## config.mk

```make
export PLATFORM = sky130hd
export DESIGN_NAME = ram_burst_ctrl
export DESIGN_NICKNAME = d
export VERILOG_FILES = /design/src/rtl/ram_burst_ctrl.sv
export SDC_FILE = /design/constraint.sdc
export NUM_CORES = 1
export LEC_CHECK = 0
export CAP_MARGIN = 20
export CORE_MARGIN = 4
export CORE_UTILIZATION = 50
export DETAILED_ROUTE_END_ITERATION = 8
export PLACE_DENSITY = 0.85
export SKIP_LAST_GASP = 1
export SLEW_MARGIN = 10
export SYNTH_ARGS = -nofsm -noshare
export SYNTH_HDL_FRONTEND = slang
export SYNTH_SLANG_ARGS = --single-unit
```

## constraint.sdc

```tcl
create_clock -name clk -period 2.6 [get_ports clk]
set_input_delay 0.65 -clock clk [delete_from_list [all_inputs] [get_ports clk]]
set_output_delay 0.65 -clock clk [all_outputs]
set_load 0.02 [all_outputs]
```

## src/rtl/ram_burst_ctrl.sv

```systemverilog
// Burst sequencer owning the 64x8 single-port RAM port: write/read bursts with wrapping addresses.
// Optional zero-fill command compiled in with RAM_BURST_CLEAR_EN.
module ram_burst_ctrl #(
    parameter int AW = 6,
    parameter int DW = 8
) (
    input  logic          clk,
    input  logic          rst,
    input  logic          cmd_valid,
    output logic          cmd_ready,
    input  logic [1:0]    cmd_op,
    input  logic [AW-1:0] cmd_addr,
    input  logic [AW-1:0] cmd_len,
    input  logic          wr_valid,
    output logic          wr_ready,
    input  logic [DW-1:0] wr_data,
    output logic          rd_valid,
    input  logic          rd_ready,
    output logic [DW-1:0] rd_data,
    output logic          ram_we,
    output logic [AW-1:0] ram_addr,
    output logic [DW-1:0] ram_din,
    input  logic [DW-1:0] ram_dout,
    output logic          busy,
    output logic          done,
    output logic          err
);

    typedef enum logic [2:0] {
        S_IDLE,
        S_WRITE,
        S_RD_ISSUE,
        S_RD_WAIT,
`ifdef RAM_BURST_CLEAR_EN
        S_RD_HOLD,
        S_CLEAR
`else
        S_RD_HOLD
`endif
    } state_e;

    localparam logic [AW-1:0] ONE = AW'(1);

    state_e        state_q;
    logic [AW-1:0] addr_q;
    logic [AW-1:0] cnt_q;
    logic          ram_we_q;
    logic [AW-1:0] ram_addr_q;
    logic [DW-1:0] ram_din_q;
    logic          rd_valid_q;
    logic [DW-1:0] rd_data_q;
    logic          done_q;
    logic          err_q;

    logic [AW-1:0] addr_inc_d;
    logic          last_d;

    assign addr_inc_d = addr_q + ONE;
    assign last_d     = (cnt_q == '0);

    assign cmd_ready = (state_q == S_IDLE);
    assign wr_ready  = (state_q == S_WRITE);
    assign busy      = (state_q != S_IDLE);
    assign ram_we    = ram_we_q;
    assign ram_addr  = ram_addr_q;
    assign ram_din   = ram_din_q;
    assign rd_valid  = rd_valid_q;
    assign rd_data   = rd_data_q;
    assign done      = done_q;
    assign err       = err_q;

    always_ff @(posedge clk) begin
        if (rst) begin
            state_q    <= S_IDLE;
            addr_q     <= '0;
            cnt_q      <= '0;
            ram_we_q   <= 1'b0;
            ram_addr_q <= '0;
            ram_din_q  <= '0;
            rd_valid_q <= 1'b0;
            rd_data_q  <= '0;
            done_q     <= 1'b0;
            err_q      <= 1'b0;
        end else begin
            done_q   <= 1'b0;
            err_q    <= 1'b0;
            ram_we_q <= 1'b0;
            unique case (state_q)
                S_IDLE: begin
                    if (cmd_valid) begin
                        addr_q <= cmd_addr;
                        cnt_q  <= cmd_len;
                        unique case (cmd_op)
                            2'b00: state_q <= S_WRITE;
                            2'b01: begin
                                state_q    <= S_RD_ISSUE;
                                ram_addr_q <= cmd_addr;
                            end
`ifdef RAM_BURST_CLEAR_EN
                            2'b10: begin
                                state_q <= S_CLEAR;
                                addr_q  <= '0;
                                cnt_q   <= '1;
                            end
`endif
                            default: err_q <= 1'b1;
                        endcase
                    end
                end
                S_WRITE: begin
                    if (wr_valid) begin
                        ram_we_q   <= 1'b1;
                        ram_addr_q <= addr_q;
                        ram_din_q  <= wr_data;
                        addr_q     <= addr_inc_d;
                        cnt_q      <= cnt_q - ONE;
                        if (last_d) begin
                            state_q <= S_IDLE;
                            done_q  <= 1'b1;
                        end
                    end
                end
                S_RD_ISSUE: state_q <= S_RD_WAIT;
                S_RD_WAIT: begin
                    rd_data_q  <= ram_dout;
                    rd_valid_q <= 1'b1;
                    state_q    <= S_RD_HOLD;
                end
                S_RD_HOLD: begin
                    // ram_addr only moves on handshake, so a stall never re-targets the RAM
                    if (rd_ready) begin
                        rd_valid_q <= 1'b0;
                        if (last_d) begin
                            state_q <= S_IDLE;
                            done_q  <= 1'b1;
                        end else begin
                            cnt_q      <= cnt_q - ONE;
                            addr_q     <= addr_inc_d;
                            ram_addr_q <= addr_inc_d;
                            state_q    <= S_RD_ISSUE;
                        end
                    end
                end
`ifdef RAM_BURST_CLEAR_EN
                S_CLEAR: begin
                    ram_we_q   <= 1'b1;
                    ram_addr_q <= addr_q;
                    ram_din_q  <= '0;
                    addr_q     <= addr_inc_d;
                    cnt_q      <= cnt_q - ONE;
                    if (last_d) begin
                        state_q <= S_IDLE;
                        done_q  <= 1'b1;
                    end
                end
`endif
                default: state_q <= S_IDLE;
            endcase
        end
    end

endmodule

```

Word-level counts from Yosys, hierarchy flattened
Index checks and enable logic that the tools add are counted.
{"block": "op_classes", "addsub": 2, "mul": 0, "n_div": 0, "order_cmp": 0, "n_eq_ne": 12, "n_shift": 0, "mux": 29, "bitwise": 3, "n_reduce_logical": 14}
{"cell": "$mux 6", "count": 11}
{"cell": "$pmux 6 s3", "count": 3}
{"cell": "$pmux 3 s5", "count": 1}
{"cell": "$mux 3", "count": 4}
{"cell": "$reduce_and 5->1", "count": 2}
{"cell": "$ne 2x2->1 const B", "count": 4}
{"cell": "$add 6x1->6 const B", "count": 1}
{"cell": "$eq 3x2->1 const B", "count": 2}
{"cell": "$logic_not 6->1", "count": 1}
{"cell": "$mux 1", "count": 6}
{"cell": "$pmux 3 s2", "count": 1}
{"cell": "$reduce_and 6->1", "count": 1}
{"cell": "$reduce_bool 3->1", "count": 2}
{"cell": "$sub 6x1->6 const B", "count": 1}
{"cell": "$ne 2x1->1 const B", "count": 2}
{"cell": "$pmux 1 s2", "count": 2}
{"cell": "$reduce_and 2->1", "count": 2}
{"cell": "$reduce_or 2->1", "count": 2}
{"cell": "$eq 3x1->1 const B", "count": 1}
{"cell": "$eq 3x3->1 const B", "count": 1}
{"cell": "$logic_not 3->1", "count": 1}
{"cell": "$ne 3x1->1 const B", "count": 1}
{"cell": "$not 1->1", "count": 3}
{"cell": "$reduce_or 3->1", "count": 1}
{"cell": "other kinds (4)", "count": 4}
{"block": "totals", "ff_bits": 41, "latchBits": 0, "ramBits": 0, "rom_bits": 0, "input_bits": 35, "out_inout_bits": 29, "word_cells": 70, "mem_count": 0}

Longest topological paths before layout
Gate-level depths: netlist (run 1).
{"block": "logic_depth", "ltp_word": 4, "mapped_depth": 8, "mapped_depth_nobuf": 7}

Worst setup path after synthesis (run 1)
Ideal clock, no wire load.
{"block": "synth_path", "kind": "reg-to-output", "startpoint": "reg state_q[1]", "endpoint": "out cmd_ready", "t_arrival_ns": 1.159, "required_ns": 1.950, "path_slack_ns": 0.791, "stages_incl_launch_ff": 6, "n_path_buf": 2, "cell_sequence": "dfxtp_1 > buf_4 > clkbuf_1 > nor2_1 > nand2_1 > inv_1"}
{"block": "synth_between", "elab_chain_cells": 1}
{"element": "start, declared", "line": "44", "text": "state_e state_q;"}
{"element": "start signal, assigned", "line": "74", "text": "state_q <= S_IDLE;"}
{"element": "start signal, assigned", "line": "94", "text": "2'b00: state_q <= S_WRITE;"}
{"element": "start signal, assigned", "line": "96", "text": "state_q <= S_RD_ISSUE;"}
{"element": "$logic_not 3->1", "line": "61", "text": "assign cmd_ready = (state_q == S_IDLE);"}
{"element": "end, declared", "line": "10", "text": "output logic cmd_ready,"}
Every way passes these cells.

Worst setup path in the final report (run 1)
{"block": "layout_path", "startpoint": "reg state_q[2]", "endpoint": "out wr_ready"}
{"block": "layout_between", "elab_chain_cells": 1}
{"element": "$eq 3x1->1", "line": "62", "text": "assign wr_ready = (state_q == S_WRITE);"}
{"element": "end, declared", "line": "15", "text": "output logic wr_ready,"}
Every way passes these cells.

==> flow_summary.ini, run 1 <==
[setup_path]
required_ns = 1.95
crit_path_end = wr_ready
crit_fanout = 7
reg2reg_depth = 7
critPathLaunch = state_q[2]
r2r_start = state_q[1]
setup.reg_to_reg.worst_slack_ns = 0.59
critPathLaunchType = register
end_kind = primary output
critPathKind = register to primary output
rr_endpoint = cnt_q[4]
arrival_ns = 1.73

[global_routing]
grt_pass1_wl_um = 9250
overflow = 0
grt_usage_pct = 22.2
antenna_found_initial = 0
grt_start_max_net_pins = 26
grt_pass1_vias = 2078

[synth]
syn_nets = 307
ys_seq_elements = 41
synthFlopType = dfxtp_1
yosys.area_share.xor_xnor_pct = 0.834
synth_cell_types = 52
netlist_area_mm2 = 0.00210
synthMuxAreaShare_pct = 0.715
synth_top_area_share_pct = 39.1
synth.area.top_cells = dfxtp_1 (39%), a21oi_1 (9.1%), nand2_1 (8.0%), nand3_1 (4.5%), nand2b_1 (3.3%)
synth_largest_area_cell = dfxtp_1
yosysMostFrequentCell = nand2_1
postSynth.asyncResetShare_pct = 0
synth_edf_count = 0
synth-simple-area-share_pct = 26.3
synth_fa_ha_area_share_pct = 1.79
yosysWarningCount = 0
ys_seq_area_share_pct = 39.1
synth-compound-area-share_pct = 25.1
synth_top_family_by_area = simple AND/OR/NAND/NOR gates
synth_area_per_cell_um2 = 7.80
synth_top_cells_by_count = nand2_1 (45), dfxtp_1 (41), a21oi_1 (38), nand3_1 (19), nor2_1 (14)
synth_cells = 269

[timing]
hold_viol_final = 0
fin_tns_setup_ns = 0
slew_viol_final = 0
period_minus_slack_ns = 2.38
slew_headroom_pct = 66.2
max_freq_ghz = 0.420
timing.final.crit_share_pct = 91.6
setup_violations = 0
fin_skew_ns = 0.00568
worst_pin_slew_ns = 0.494
rsz0062_at_grt = no

[route]
postRouteAntennaNets = 0
vias_per_cell = 5.68
vias = 2185
avgRoutedWirePerCell_um = 15.1
drc_errors = 0
drt_first_pass_iters = 4
drt_iter0_drc = 176
drt_wl_total_um = 5810

[pwr]
leakagePower_nw = 1.05
ir_drop_v = 0.000334
total_power_mw = 1.63
power_per_cell_area_mw_per_mm2 = 558

[final_layout]
drive_gt1_share_pct = 9.55
seq_area_um2 = 822
multi_input_area_mm2 = 0.00115
fillCellCount = 337
layout.nets = 372
area_growth_pct = 39.0
antenna_cells = 0

[clocking]
ctsHoldBuffers = 0
insertion_delay_ns = 0.30
clock-sinks = 41
h-tree-depth = 2
cts_buffer_depth = 2
numCtsBuffers = 5
cts_tree = done
cts-root-buf = clkbuf_8
clk_pin_slew_worst_paths_ns = 0.08

[run_status]
status = completed

[floorplanning]
die_h_um = 72.8
ios = 64
initial_core_util_pct = 52.1
die_area_mm2 = 0.00530
core_area_mm2 = 0.00403
rows = 23
die_w_um = 72.8

[worst_hold_path]
hold_path.class = register to register
min_path_cells = 2

[placed_design]
portBuffers = 63
gp_congestion = 0.872
hpwl_um = 4240

[run]
drv_cap = 0
==> routing by layer <==
layer	up-vias	track usage [%]	part of all wire, %
met5	-	0	0
met2	70	38.8	51
met3	10	5.37	6.1
met1	1016	26.5	41
met4	0	7.79	2.0
li1	1089	-	-
==> flip-flops by register name (all words and copies together) (netlist names) <==
register,flops
err,1
rd_valid,1
state_q,3
done,1
rd_data,8
cnt_q,6
addr_q,6
ram_addr,6
ram_din,8
ram_we,1
==> cell type report <==
| cell class | count | share of cell area (%) |
|---|---|---|
| clock inverter | 2 | 1.29 |
| clock buffer | 6 | 2.83 |
| inverter | 7 | 0.901 |
| multi-input combinational | 202 | 39.5 |
| tap | 50 | 2.14 |
| timing repair buffer | 77 | 25.2 |
| sequential | 41 | 28.2 |
==> report_power, final <==
part | internal (mW) | switching, mW | total, mW
logic | 0.184 | 0.196 | 0.380
registers | 0.664 | 0.0328 | 0.697
clock network | 0.312 | 0.238 | 0.551
total | 1.16 | 0.467 | 1.63
==> logic make-up (layout without fill, tap and decap cells) <==
logic type | count (synthesis) | after routing
adders and majority gates | 3 | 3
buffers and inverters | 26 | 92
muxes | 1 | 1
and+or+nand+nor | 114 | 114
DFF | 41 | 41
AOI/OAI and AO/OA | 82 | 82
xor gates and xnor gates | 2 | 2
==> critical path, stage by stage (launching register included) <==
cell             delay (ns)
dfxtp_1                0.37
nand2b_1               0.22
nor2_1                 0.18
clkdlybuf4s50_1        0.65
==> placed cells by master (no fill, tap or decap), drive strengths merged, types with 7 or more instances in the layout <==
cell type      instances
buf                   14
nand2b                11
nand3                 19
nor3                   7
a21oi                 39
clkdlybuf4s50         63
dfxtp                 41
nand2                 45
nor2                  14
o21ai                  9
==> how the worst min path moves through the flow <==
stage	start	to	slack, ns
floorplan	cnt_q[0]	cnt_q[0]	0.45
global placement	rd_data[5]	rd_data[5]	0.44
detailed placement	rd_data[4]	rd_data[4]	0.45
CTS	rd_data[4]	rd_data[4]	0.46
global route	rd_data[4]	rd_data[4]	0.48
finish	ram_din[2]	ram_din[2]	0.46
==> metrics by stage <==
stage	hold WS (ns)	utilization, %	setup WS, ns	cell area (µm²)	std cells
2_1_floorplan	0.455	-	0.791	2100	269
3_3_place_gp	0.441	69.4	0.209	2800	377
3_5_place_dp	0.446	69.4	0.164	2800	377
4_1_cts	0.458	72.4	0.0952	2920	385
5_1_grt	0.479	72.4	0.117	2920	385
6_report	0.455	72.4	0.218	2920	385
==> repair_timing <==
action,4_1_cts,5_1_grt
setup endpoints to repair,0,1
setup buffers,0,0
resized for setup,0,1
Power figures use the tool's default switching activity.
==> run 2: changes to the inputs <==
Settings changed: PLACE_DENSITY 0.85 to default, PLACE_DENSITY_LB_ADDON from default to 0.1.
==> flow_summary.ini, run 2 (synthesis gave the netlist of run 1 again) <==
[placed_design]
portBuffers = 63
hpwl_um = 4070
gp_congestion = 0.897

[timing]
setup_violations = 0
worst_pin_slew_ns = 0.440
max_freq_ghz = 0.414
rsz0062_at_grt = no
fin_skew_ns = 0.00517
fin_tns_setup_ns = 0
hold_viol_final = 0
period_minus_slack_ns = 2.41
slew_headroom_pct = 69.9
timing.final.crit_share_pct = 92.8
slew_viol_final = 0

[run]
drv_cap = 0

[setup_path]
critPathLaunchType = register
arrival_ns = 1.76
end_kind = primary output
cp_slowest_cell = clkdlybuf4s50_1
required_ns = 1.95
path_cells = nand2b_1 -> nor2_1 -> clkdlybuf4s50_1
cpPeakStageDelay_ns = 0.62
crit_fanout = 9
critPathKind = register to primary output

[clocking]
numCtsBuffers = 5
cts_buffer_depth = 2
insertion_delay_ns = 0.30
cts_tree = done
clock-sinks = 41
post_cts_buffers = 0
h-tree-depth = 2
cts_resized = 0
cts-root-buf = clkbuf_8
clk_pin_slew_worst_paths_ns = 0.08
ctsHoldBuffers = 0

[floorplanning]
die_h_um = 72.8
initial_core_util_pct = 52.1
rows = 23
core_area_mm2 = 0.00403
die_w_um = 72.8
ios = 64
die_area_mm2 = 0.00530

[route]
wl_met2_um = 2680
drt_wl_total_um = 5590
drt_first_pass_iters = 4
vias_per_cell = 5.62
vias = 2163
postRouteAntennaNets = 0
wl_met3_um = 437
drt_iter0_drc = 170
drc_errors = 0
avgRoutedWirePerCell_um = 14.5
routed.top_layer = met4
wl_met1_um = 2400

[pwr]
leakagePower_nw = 1.05
power_per_cell_area_mw_per_mm2 = 544
ir_drop_v = 0.000384

[final_layout]
mostFrequentLayoutCells = clkdlybuf4s50_1 (63), nand2_1 (45), dfxtp_1 (41)
fillCellCount = 336
layout.nets = 373
drive_gt1_share_pct = 9.25
antenna_cells = 0
area_growth_pct = 38.5
fin_util_pct = 72.2
mostFrequentLayoutCell = clkdlybuf4s50_1

[global_routing]
grt_pass1_vias = 2035
grt_usage_pct = 21.4
overflow = 0
grt_start_max_net_pins = 23
grt_pass1_wl_um = 9070
antenna_found_initial = 0

[run_status]
status = completed

[worst_hold_path]
hold_path.class = register to register
-- run 2: cell types whose count changed in the layout (fill, tap and decap cells not counted), sizes merged --
cell / previous run / this run
clkinv: 1 / 2
buf: 14 / 15
clkinvlp: 1 / 0
clkbuf: 6 / 5
-- run 2: final timing paths --
check | to | startpoint | depth (start not counted) | slack (ns)
worst max-delay path | wr_ready | state_q[0] | 3 | 0.19
worst min register to register | rd_data[2] | rd_data[2] | 2 | 0.46
worst max register to register | addr_q[2] | state_q[1] | 7 | 0.53
worst min-delay path | rd_data[2] | rd_data[2] | 2 | 0.46
-- run 2: final cells by class --
| type | count | area [µm²] | share of cell area (%) |
|---|---|---|---|
| clock buffers | 5 | 68.8 | 2.37 |
| clock inverters | 2 | 35.0 | 1.20 |
| inverters | 7 | 26.3 | 0.904 |
| multi-input cells | 202 | 1150 | 39.6 |
| flip-flops and latches | 41 | 821 | 28.2 |
| well taps | 50 | 62.6 | 2.15 |
| repair buffers | 78 | 743 | 25.6 |
-- run 2: worst max-delay path: cells and delay by family (launching register included) --
| family | cells | cell delay (ns) |
|---|---|---|
| buffers and inverters | 1 | 0.62 |
| flip-flops | 1 | 0.51 |
| AND/OR/NAND/NOR | 2 | 0.33 |
-- run 2: metrics by stage --
step | area [µm²] | worst slack, ns | hold WS (ns) | cells | power (mW)
after floorplan | 2100 | 0.791 | 0.455 | 269 | 0.932
after global placement | 2800 | 0.201 | 0.441 | 378 | 1.08
after detailed placement | 2800 | 0.149 | 0.448 | 378 | 1.09
after CTS | 2910 | 0.202 | 0.458 | 385 | 1.58
after global routing | 2910 | 0.0798 | 0.481 | 385 | 1.65
final | 2910 | 0.187 | 0.455 | 385 | 1.58
-- run 2: where the power goes --
group          total [mW]  internal, mW  switching [mW]  leakage (nW)
registers           0.697         0.664          0.0327         0.334
clock network       0.504         0.279           0.225        0.0540
logic               0.380         0.185           0.195         0.658
total                1.58          1.13           0.452          1.05
-- run 2: layer usage --
| metal | GRT usage [%] | vias to the layer above |
|---|---|---|
| met4 | 9.22 | 0 |
| met1 | 27.2 | 984 |
| met3 | 5.79 | 10 |
| li1 | - | 1088 |
| met5 | 0 | - |
| met2 | 34.1 | 81 |
==> run 3: changes to the inputs <==
Settings changed: CAP_MARGIN 20 to default.
==> results of run 3 <==
Final layout, timing and power as in run 2 (identical DEF).
